### src/rtl/divider_32bit.sv
// Iterative restoring divider for DIV/DIVU: one quotient bit per clock,
// sign fix-up in a final cycle, results held until the next done pulse.
module divider_32bit #(
  parameter int WIDTH = 32
) (
  input  logic             clk,
  input  logic             rst,
  input  logic             start,
  input  logic             is_signed,
  input  logic [WIDTH-1:0] data1,
  input  logic [WIDTH-1:0] data2,
  output logic [WIDTH-1:0] quotient,
  output logic [WIDTH-1:0] remainder,
  output logic             busy,
  output logic             done,
  output logic             div_by_zero,
  output logic             overflow
);

  typedef enum logic [1:0] {IDLE, RUN, FIX} state_t;

  state_t           state_q, state_d;
  logic [WIDTH-1:0] dvd_q, dvd_d;   // dividend magnitude, becomes quotient magnitude
  logic [WIDTH-1:0] dsr_q, dsr_d;
  logic [WIDTH-1:0] rem_q, rem_d;
  logic [5:0]       cnt_q, cnt_d;
  logic             qneg_q, qneg_d, rneg_q, rneg_d;
  logic             zero_q, zero_d, ovf_q, ovf_d;
  logic             busy_q, busy_d, done_q, done_d;
  logic             dbz_q, dbz_d, ovfl_q, ovfl_d;
  logic [WIDTH-1:0] quo_q, quo_d, rmd_q, rmd_d;

  logic             neg1, neg2;
  logic [WIDTH:0]   partial, trial;

  always_comb begin
    state_d = state_q;
    dvd_d   = dvd_q;
    dsr_d   = dsr_q;
    rem_d   = rem_q;
    cnt_d   = cnt_q;
    qneg_d  = qneg_q;
    rneg_d  = rneg_q;
    zero_d  = zero_q;
    ovf_d   = ovf_q;
    busy_d  = busy_q;
    done_d  = 1'b0;
    dbz_d   = dbz_q;
    ovfl_d  = ovfl_q;
    quo_d   = quo_q;
    rmd_d   = rmd_q;

    neg1 = is_signed & data1[WIDTH-1];
    neg2 = is_signed & data2[WIDTH-1];
    // Shifted partial remainder keeps its carry-out bit, so divisors above
    // 2^31 still compare correctly.
    partial = {rem_q, dvd_q[WIDTH-1]};
    trial   = partial - {1'b0, dsr_q};

    case (state_q)
      IDLE: begin
        if (start) begin
          zero_d  = (data2 == '0);
          // On divide-by-zero the raw dividend is kept for the remainder.
          dvd_d   = (neg1 && data2 != '0) ? -data1 : data1;
          dsr_d   = neg2 ? -data2 : data2;
          rem_d   = '0;
          cnt_d   = '0;
          qneg_d  = neg1 ^ neg2;
          rneg_d  = neg1;
          ovf_d   = is_signed && data1 == {1'b1, {(WIDTH-1){1'b0}}} && data2 == '1;
          busy_d  = 1'b1;
          dbz_d   = 1'b0;
          ovfl_d  = 1'b0;
          state_d = (data2 == '0) ? FIX : RUN;
        end
      end
      RUN: begin
        rem_d = trial[WIDTH] ? partial[WIDTH-1:0] : trial[WIDTH-1:0];
        dvd_d = {dvd_q[WIDTH-2:0], ~trial[WIDTH]};
        cnt_d = cnt_q + 6'd1;
        if (cnt_q == 6'(WIDTH-1)) state_d = FIX;
      end
      FIX: begin
        if (zero_q) begin
          quo_d = '1;
          rmd_d = dvd_q;
        end else begin
          quo_d = qneg_q ? -dvd_q : dvd_q;
          rmd_d = rneg_q ? -rem_q : rem_q;
        end
        dbz_d   = zero_q;
        ovfl_d  = ovf_q;
        done_d  = 1'b1;
        busy_d  = 1'b0;
        state_d = IDLE;
      end
      default: state_d = IDLE;
    endcase
  end

  always_ff @(posedge clk or posedge rst) begin
    if (rst) begin
      state_q <= IDLE;
      dvd_q   <= '0;
      dsr_q   <= '0;
      rem_q   <= '0;
      cnt_q   <= '0;
      qneg_q  <= 1'b0;
      rneg_q  <= 1'b0;
      zero_q  <= 1'b0;
      ovf_q   <= 1'b0;
      busy_q  <= 1'b0;
      done_q  <= 1'b0;
      dbz_q   <= 1'b0;
      ovfl_q  <= 1'b0;
      quo_q   <= '0;
      rmd_q   <= '0;
    end else begin
      state_q <= state_d;
      dvd_q   <= dvd_d;
      dsr_q   <= dsr_d;
      rem_q   <= rem_d;
      cnt_q   <= cnt_d;
      qneg_q  <= qneg_d;
      rneg_q  <= rneg_d;
      zero_q  <= zero_d;
      ovf_q   <= ovf_d;
      busy_q  <= busy_d;
      done_q  <= done_d;
      dbz_q   <= dbz_d;
      ovfl_q  <= ovfl_d;
      quo_q   <= quo_d;
      rmd_q   <= rmd_d;
    end
  end

  assign quotient    = quo_q;
  assign remainder   = rmd_q;
  assign busy        = busy_q;
  assign done        = done_q;
  assign div_by_zero = dbz_q;
  assign overflow    = ovfl_q;

endmodule

### config.mk
export PLATFORM = sky130hd
export DESIGN_NAME = divider_32bit
export DESIGN_NICKNAME = d
export VERILOG_FILES = /design/src/rtl/divider_32bit.sv
export SDC_FILE = /design/constraint.sdc
export NUM_CORES = 1
export LEC_CHECK = 0
export CORE_MARGIN = 5
export CORE_UTILIZATION = 45
export DETAILED_ROUTE_END_ITERATION = 6
export PLACE_DENSITY = 0.72
export SKIP_LAST_GASP = 1
export SLEW_MARGIN = 20
export SYNTH_ARGS = -nofsm -noshare
export SYNTH_HDL_FRONTEND = slang
export SYNTH_SLANG_ARGS = --single-unit
export TNS_END_PERCENT = 10
### constraint.sdc
create_clock -name clk -period 5.8 [get_ports clk]
set_input_delay 1.16 -clock clk [delete_from_list [all_inputs] [get_ports clk]]
set_output_delay 1.16 -clock clk [all_outputs]
set_load 0.01 [all_outputs]
==> results of run 1 <==
report_power, final:
part | switching (W) | internal (W)
Clock | 0.000560 | 0.000588
Combinational | 0.00236 | 0.00198
Sequential | 0.000700 | 0.00176
synthesized netlist by cell type, types with 17 or more instances:
cell | count | area share (%)
o21ai_0 | 173 | 7.4
a21oi_1 | 142 | 6.1
xnor2_1 | 65 | 4.9
or3_1 | 18 | 0.96
ha_1 | 38 | 4.1
nand2_1 | 185 | 5.9
xor2_1 | 81 | 6.1
nor3_1 | 20 | 0.86
clkbuf_1 | 67 | 2.2
nor2_1 | 125 | 4.0
o31ai_1 | 31 | 2.0
nand3_1 | 17 | 0.73
a21o_1 | 20 | 1.3
dfrtp_1 | 176 | 38
o22ai_1 | 47 | 2.5
inv_1 | 46 | 1.5
flip-flops by register name (all words and copies together), names as in the netlist, 2 cells and up:
name	count
dsr_q	32
dvd_q	32
quotient	32
rem_q	32
remainder	32
cnt_q	6
state_q	2
path summary, 6_finish.rpt:
kind | from | endpoint | slack (ns) | cells after the start
max in group asynchronous | rst | remainder[25] | 3.73 | 3
worst min register to register | remainder[29] | remainder[29] | 0.48 | 2
min in group asynchronous | rst | dsr_q[3] | 1.31 | 3
worst max register to register | dvd_q[31] | rem_q[29] | 1.79 | 13
worst max-delay path | dvd_q[31] | rem_q[29] | 1.79 | 13
worst min-delay path | remainder[29] | remainder[29] | 0.48 | 2
critical path, cell delays in order (launching register included):
cell     delay, ns
dfrtp_1       0.57
inv_1         0.09
ha_1          0.23
fa_1          0.40
nor2b_1       0.20
o21ai_0       0.14
a21o_1        0.24
a31oi_1       0.28
o21ai_0       0.23
o21ai_0       0.47
xnor2_2       0.16
buf_4         0.47
o21ai_0       0.19
a22o_1        0.22
cells by family (layout without fill, tap and decap cells):
logic type / after synthesis / count (layout) / share of synthesized area (%)
AOI/OAI and AO/OA: 479 / 479 / 24.0
and+or+nand+nor: 447 / 447 / 17.4
DFF: 176 / 176 / 37.7
xor gates and xnor gates: 146 / 146 / 11.0
buffers and inverters: 136 / 228 / 4.91
adders and majority gates: 39 / 39 / 4.24
muxes: 8 / 8 / 0.697
cell type report:
type	instances	area [sq um]
inverters	49	188
multi-input cells	1119	6720
clock inverters	14	143
fillers	2455	12000
flip-flops and latches	176	4410
well taps	335	419
clock buffers	18	439
repair buffers	147	1450
metrics by stage:
step,hold slack (ns),instance area (sq um)
after floorplan,0.450,11700
after global placement,0.461,13200
after detailed placement,0.473,13200
after CTS,0.488,13800
after global routing,0.504,13800
final,0.481,13800
layer usage:
metal	track usage [%]	vias to the layer above
li1	-	5221
met1	31.8	4950
met2	35.1	306
met3	2.50	25
met4	4.06	0
met5	0	-
==> summary.json, run 1 <==
{
  "finish": {
    "finish.utilization_pct": 53.4,
    "drive_gt1_share_pct": 4.46,
    "final_cell_mix": "nand2_1, dfrtp_1, o21ai_0, a21oi_1, clkdlybuf4s50_1",
    "layout-area-overhead-vs-synth_pct": 17.9,
    "antenna_cells": 0,
    "nets": 1617,
    "fin_cells": 1858,
    "layout_commonest_cell": "nand2_1"
  },
  "placed_design": {
    "pre_cts_ws_ns": 1.60,
    "dp_hpwl_mm": 23.3,
    "port_buffers": 135,
    "placed_cells_incl_taps": 1826,
    "finalWeightedCongestion": 0.886
  },
  "floorplan": {
    "die_h_um": 171,
    "effective_utilization_at_floorplan_pct": 45.3,
    "row_cnt": 59,
    "top_level_ports": 136,
    "die-area_sq_um": 29300,
    "core_area_sq_um": 25800,
    "fp.dieW_um": 171
  },
  "global_route": {
    "globalRouteTotalUtil_pct": 21.7,
    "antenna_found_initial": 0,
    "grt_pass1_wl_mm": 51.9,
    "grt_start_max_net_pins": 177,
    "grt_overflow_total": 0,
    "grt_pass1_vias": 9939
  },
  "sta": {
    "timing.final.hold_violations": 0,
    "timing.final.crit_share_pct": 69.1,
    "timing_max_transition_violations_final": 0,
    "timing.final.crit_period_ns": 4.01,
    "max_clock_freq_mhz": 249,
    "tightest_slew_ns": 1.11,
    "clock-skew-final_ns": 0.0126,
    "worst_slack_ns": 1.79,
    "timing.final.setup_violations": 0,
    "grt_setup_unrepaired": "no",
    "max_slew_margin_pct": 25.9,
    "setup_tns_ns": 0
  },
  "critical_path": {
    "cp-start-kind": "register",
    "cp-end-kind": "register",
    "timing.critical_path.arrival_ns": 4.33,
    "worst-path-max-fanout": 58,
    "required_ns": 6.11,
    "timing_worst_setup_path_type": "register to register"
  },
  "drt": {
    "drt_drc_violations_left": 0,
    "topRoutingLayerUsed": "met4",
    "postRouteWirelength_mm": 31.5,
    "viasPerCell": 5.65,
    "met3WireLength_mm": 1.81,
    "route.detailed.wl_per_inst_um": 17.0,
    "routedLengthMet1_mm": 15.0,
    "drt.antenna.violating_nets": 0,
    "drtPass1Iterations": 5,
    "met2WireLength_mm": 14.5,
    "initialDrtViolationCount": 784,
    "via_count": 10500
  },
  "synth": {
    "syn_nets": 1538,
    "number_of_enable_flip_flop_cells_after_synthesis": 0,
    "synth_area_per_cell_sq_um": 8.16,
    "synth_top_flop_cell": "dfrtp_1",
    "synthesis.area_sq_um": 11700,
    "count_of_unique_library_cells_instantiated_by_yosys": 64,
    "synthesis.yosys.warnings": 0,
    "post_synth_inst_count": 1431,
    "synth_seq_area_share_pct": 37.7,
    "synth.ff_latch_count": 176,
    "ys_async_sr_fraction_pct": 100
  },
  "job": {
    "max_cap_violations": 0
  },
  "min_path": {
    "timing.hold.worst.class": "register to register"
  },
  "clocking": {
    "holdBufCountCts": 0,
    "clk_path_buf_depth": 2,
    "clock_tree.htree_level_count": 4,
    "insertion_delay_ns": 0.43,
    "post_cts_resize_count": 0,
    "tritoncts.num_buffers": 17,
    "clk_sink_count": 176,
    "cts_tree": "done",
    "clk_slew_on_worst_s_h_paths_ns": 0.08,
    "cts_root_buffer": "clkbuf_16",
    "buffers_inserted_during_post_cts_setup_optimization": 0
  },
  "power": {
    "peak_supply_drop_mv": 0.334,
    "total_power_w": 0.00794,
    "power.density_nw_per_um2": 577,
    "power.static_leakage_nw": 5.65
  },
  "run_status": {
    "outcome": "finished, final reports clean"
  }
}
No activity file was read; power rests on OpenSTA's default activity.
==> run 2, diff against run 1 <==
--- a/config.mk
+++ b/config.mk
@@ -8,7 +8,7 @@
 export CORE_MARGIN = 5
 export CORE_UTILIZATION = 45
 export DETAILED_ROUTE_END_ITERATION = 6
-export PLACE_DENSITY = 0.72
+export PLACE_DENSITY = 0.69
 export SKIP_LAST_GASP = 1
 export SLEW_MARGIN = 20
 export SYNTH_ARGS = -nofsm -noshare
==> constraint.sdc (replaced) <==
create_clock -name clk -period 3.9 [get_ports clk]
set_input_delay 0.78 -clock clk [delete_from_list [all_inputs] [get_ports clk]]
set_output_delay 0.78 -clock clk [all_outputs]
set_load 0.01 [all_outputs]
==> summary.json, run 2 (synthesis gave the netlist of run 1 again) <==
{
  "placed_design": {
    "finalWeightedCongestion": {"value": 0.890, "change": "was 0.886"},
    "dp_hpwl": {"value": 23.8, "unit": "mm", "change": "was 23.3 mm"},
    "pre_cts_ws": {"value": 0.195, "unit": "ns", "change": "was 1.60 ns"},
    "port_buffers": {"value": 135, "change": "unchanged"},
    "placed_cells_incl_taps": {"value": 1842, "change": "was 1826"}
  },
  "finish": {
    "final_cell_mix": {"value": "nand2_1, dfrtp_1, o21ai_0, a21oi_1, clkdlybuf4s50_1", "change": "unchanged"},
    "drive_gt1_share": {"value": 5.46, "unit": "%", "change": "was 4.46%"},
    "nFillCells": {"value": 2462, "change": "was 2455"},
    "antenna_cells": {"value": 0, "change": "unchanged"},
    "nets": {"value": 1633, "change": "was 1617"},
    "fin_cells": {"value": 1874, "change": "was 1858"},
    "layout_commonest_cell": {"value": "nand2_1", "change": "unchanged"},
    "register_area": {"value": 4410, "unit": "sq um", "change": "unchanged"},
    "finish.utilization": {"value": 54.0, "unit": "%", "change": "was 53.4%"},
    "layout-area-overhead-vs-synth": {"value": 19.2, "unit": "%", "change": "was 17.9%"},
    "multiInputGateArea": {"value": 6720, "unit": "sq um", "change": "unchanged"}
  },
  "floorplan": {
    "effective_utilization_at_floorplan": {"value": 45.3, "unit": "%", "change": "unchanged"},
    "row_cnt": {"value": 59, "change": "unchanged"},
    "die-area": {"value": 29300, "unit": "sq um", "change": "unchanged"},
    "top_level_ports": {"value": 136, "change": "unchanged"},
    "core_area": {"value": 25800, "unit": "sq um", "change": "unchanged"},
    "die_h": {"value": 171, "unit": "um", "change": "unchanged"},
    "fp.dieW": {"value": 171, "unit": "um", "change": "unchanged"}
  },
  "sta": {
    "clock-skew-final": {"value": 0.0124, "unit": "ns", "change": "was 0.0126 ns"},
    "timing.final.crit_share": {"value": 89.8, "unit": "%", "change": "was 69.1%"},
    "grt_setup_unrepaired": {"value": "no", "change": "unchanged"},
    "tightest_slew": {"value": 1.07, "unit": "ns", "change": "was 1.11 ns"},
    "timing.final.crit_period": {"value": 3.50, "unit": "ns", "change": "was 4.01 ns"},
    "timing.final.hold_violations": {"value": 0, "change": "unchanged"},
    "worst_slack": {"value": 0.399, "unit": "ns", "change": "was 1.79 ns"},
    "timing_max_transition_violations_final": {"value": 0, "change": "unchanged"},
    "max_clock_freq": {"value": 286, "unit": "MHz", "change": "was 249 MHz"},
    "setup_tns": {"value": 0, "unit": "ns", "change": "unchanged"},
    "max_slew_margin": {"value": 28.7, "unit": "%", "change": "was 25.9%"},
    "timing.final.setup_violations": {"value": 0, "change": "unchanged"}
  },
  "power": {
    "power.static_leakage": {"value": 5.75, "unit": "nW", "change": "was 5.65 nW"},
    "power.density": {"value": 865, "unit": "nW/um^2", "change": "was 577 nW/um^2"},
    "total_power": {"value": 0.0120, "unit": "W", "change": "was 0.00794 W"},
    "peak_supply_drop": {"value": 0.381, "unit": "mV", "change": "was 0.334 mV"}
  },
  "critical_path": {
    "worst-path-max-fanout": {"value": 7, "change": "was 58"},
    "required": {"value": 4.18, "unit": "ns", "change": "was 6.11 ns"},
    "timing.critical_path.arrival": {"value": 3.79, "unit": "ns", "change": "was 4.33 ns"},
    "timing.reg2reg.worst_path_depth": {"value": 11, "change": "was 13"},
    "cp-end-kind": {"value": "register", "change": "unchanged"},
    "cp-start-kind": {"value": "register", "change": "unchanged"},
    "timing_worst_setup_path_type": {"value": "register to register", "change": "unchanged"}
  },
  "min_path": {
    "timing.hold.worst.class": {"value": "register to register", "change": "unchanged"},
    "min_delay_path_depth": {"value": 2, "change": "unchanged"}
  },
  "clocking": {
    "cts_tree": {"value": "done", "change": "unchanged"},
    "post_cts_resize_count": {"value": 0, "change": "unchanged"},
    "clock_tree.htree_level_count": {"value": 4, "change": "unchanged"},
    "clk_path_buf_depth": {"value": 2, "change": "unchanged"},
    "insertion_delay": {"value": 0.43, "unit": "ns", "change": "about the same"},
    "buffers_inserted_during_post_cts_setup_optimization": {"value": 0, "change": "unchanged"},
    "clk_slew_on_worst_s_h_paths": {"value": 0.08, "unit": "ns", "change": "about the same"},
    "cts_root_buffer": {"value": "clkbuf_16", "change": "unchanged"},
    "tritoncts.num_buffers": {"value": 17, "change": "unchanged"},
    "clk_sink_count": {"value": 176, "change": "unchanged"},
    "holdBufCountCts": {"value": 0, "change": "unchanged"}
  },
  "run_status": {
    "outcome": {"value": "finished, final reports clean", "change": "unchanged"}
  },
  "drt": {
    "initialDrtViolationCount": {"value": 836, "change": "was 784"},
    "via_count": {"value": 10500, "change": "about the same"},
    "drt_drc_violations_left": {"value": 0, "change": "unchanged"},
    "route.detailed.wl_per_inst": {"value": 17.0, "unit": "um", "change": "about the same"},
    "drtPass1Iterations": {"value": 6, "change": "was 5"},
    "drt.antenna.violating_nets": {"value": 0, "change": "unchanged"},
    "viasPerCell": {"value": 5.60, "change": "was 5.65"},
    "postRouteWirelength": {"value": 31.9, "unit": "mm", "change": "was 31.5 mm"}
  },
  "global_route": {
    "grt_overflow_total": {"value": 0, "change": "unchanged"},
    "grt_start_max_net_pins": {"value": 118, "change": "was 177"},
    "antenna_found_initial": {"value": 0, "change": "unchanged"},
    "globalRouteTotalUtil": {"value": 21.8, "unit": "%", "change": "was 21.7%"},
    "grt_pass1_wl": {"value": 52.3, "unit": "mm", "change": "was 51.9 mm"},
    "grt_pass1_vias": {"value": 9951, "change": "was 9939"}
  },
  "job": {
    "max_cap_violations": {"value": 0, "change": "unchanged"}
  }
}
## run 2: worst paths after layout
kind / from / end / slack (ns)
min in group asynchronous: rst / rem_q[2] / 0.90
min: dsr_q[16] / dsr_q[16] / 0.48
max reg2reg: dvd_q[1] / quotient[30] / 0.40
max in group asynchronous: rst / quotient[19] / 2.40
max: dvd_q[1] / quotient[30] / 0.40
min reg2reg: dsr_q[16] / dsr_q[16] / 0.48
## run 2: cell type report
type | instances | share of cell area, %
Inverter | 49 | 1.35
Sequential cell | 176 | 31.7
Timing Repair Buffer | 163 | 11.4
Multi-Input combinational cell | 1119 | 48.3
Tap cell | 335 | 3.01
Clock inverter | 14 | 1.16
Clock buffer | 18 | 3.16
## run 2: worst max-delay path: stages, from the launching register on
cell	delay, ns
dfrtp_1	0.45
inv_1	0.08
ha_1	0.14
or2b_2	0.34
or4_4	0.53
nand2b_4	0.17
or4_4	0.45
or2_1	0.28
or4_4	0.51
o31ai_4	0.18
xor2_1	0.16
a21oi_1	0.08
## run 2: routing by layer
| metal | global-route usage [%] | part of all wire [%] | vias up |
|---|---|---|---|
| met5 | 0 | 0 | - |
| met4 | 4.72 | 1.4 | 0 |
| met3 | 2.77 | 5.5 | 35 |
| li1 | - | - | 5245 |
| met1 | 31.8 | 48 | 4918 |
| met2 | 34.9 | 45 | 305 |
## run 2: where the power goes
group	switching, W	internal (W)	leakage, nW
Clock	0.000818	0.000934	0.297
Sequential	0.00103	0.00261	2.14
Combinational	0.00356	0.00309	3.31
## run 2: through the flow
| step | instance area (sq um) | hold WS [ns] |
|---|---|---|
| after floorplan | 11700 | 0.450 |
| after global placement | 13300 | 0.461 |
| after detailed placement | 13300 | 0.465 |
| after CTS | 13900 | 0.481 |
| after global routing | 13900 | 0.509 |
| final | 13900 | 0.479 |
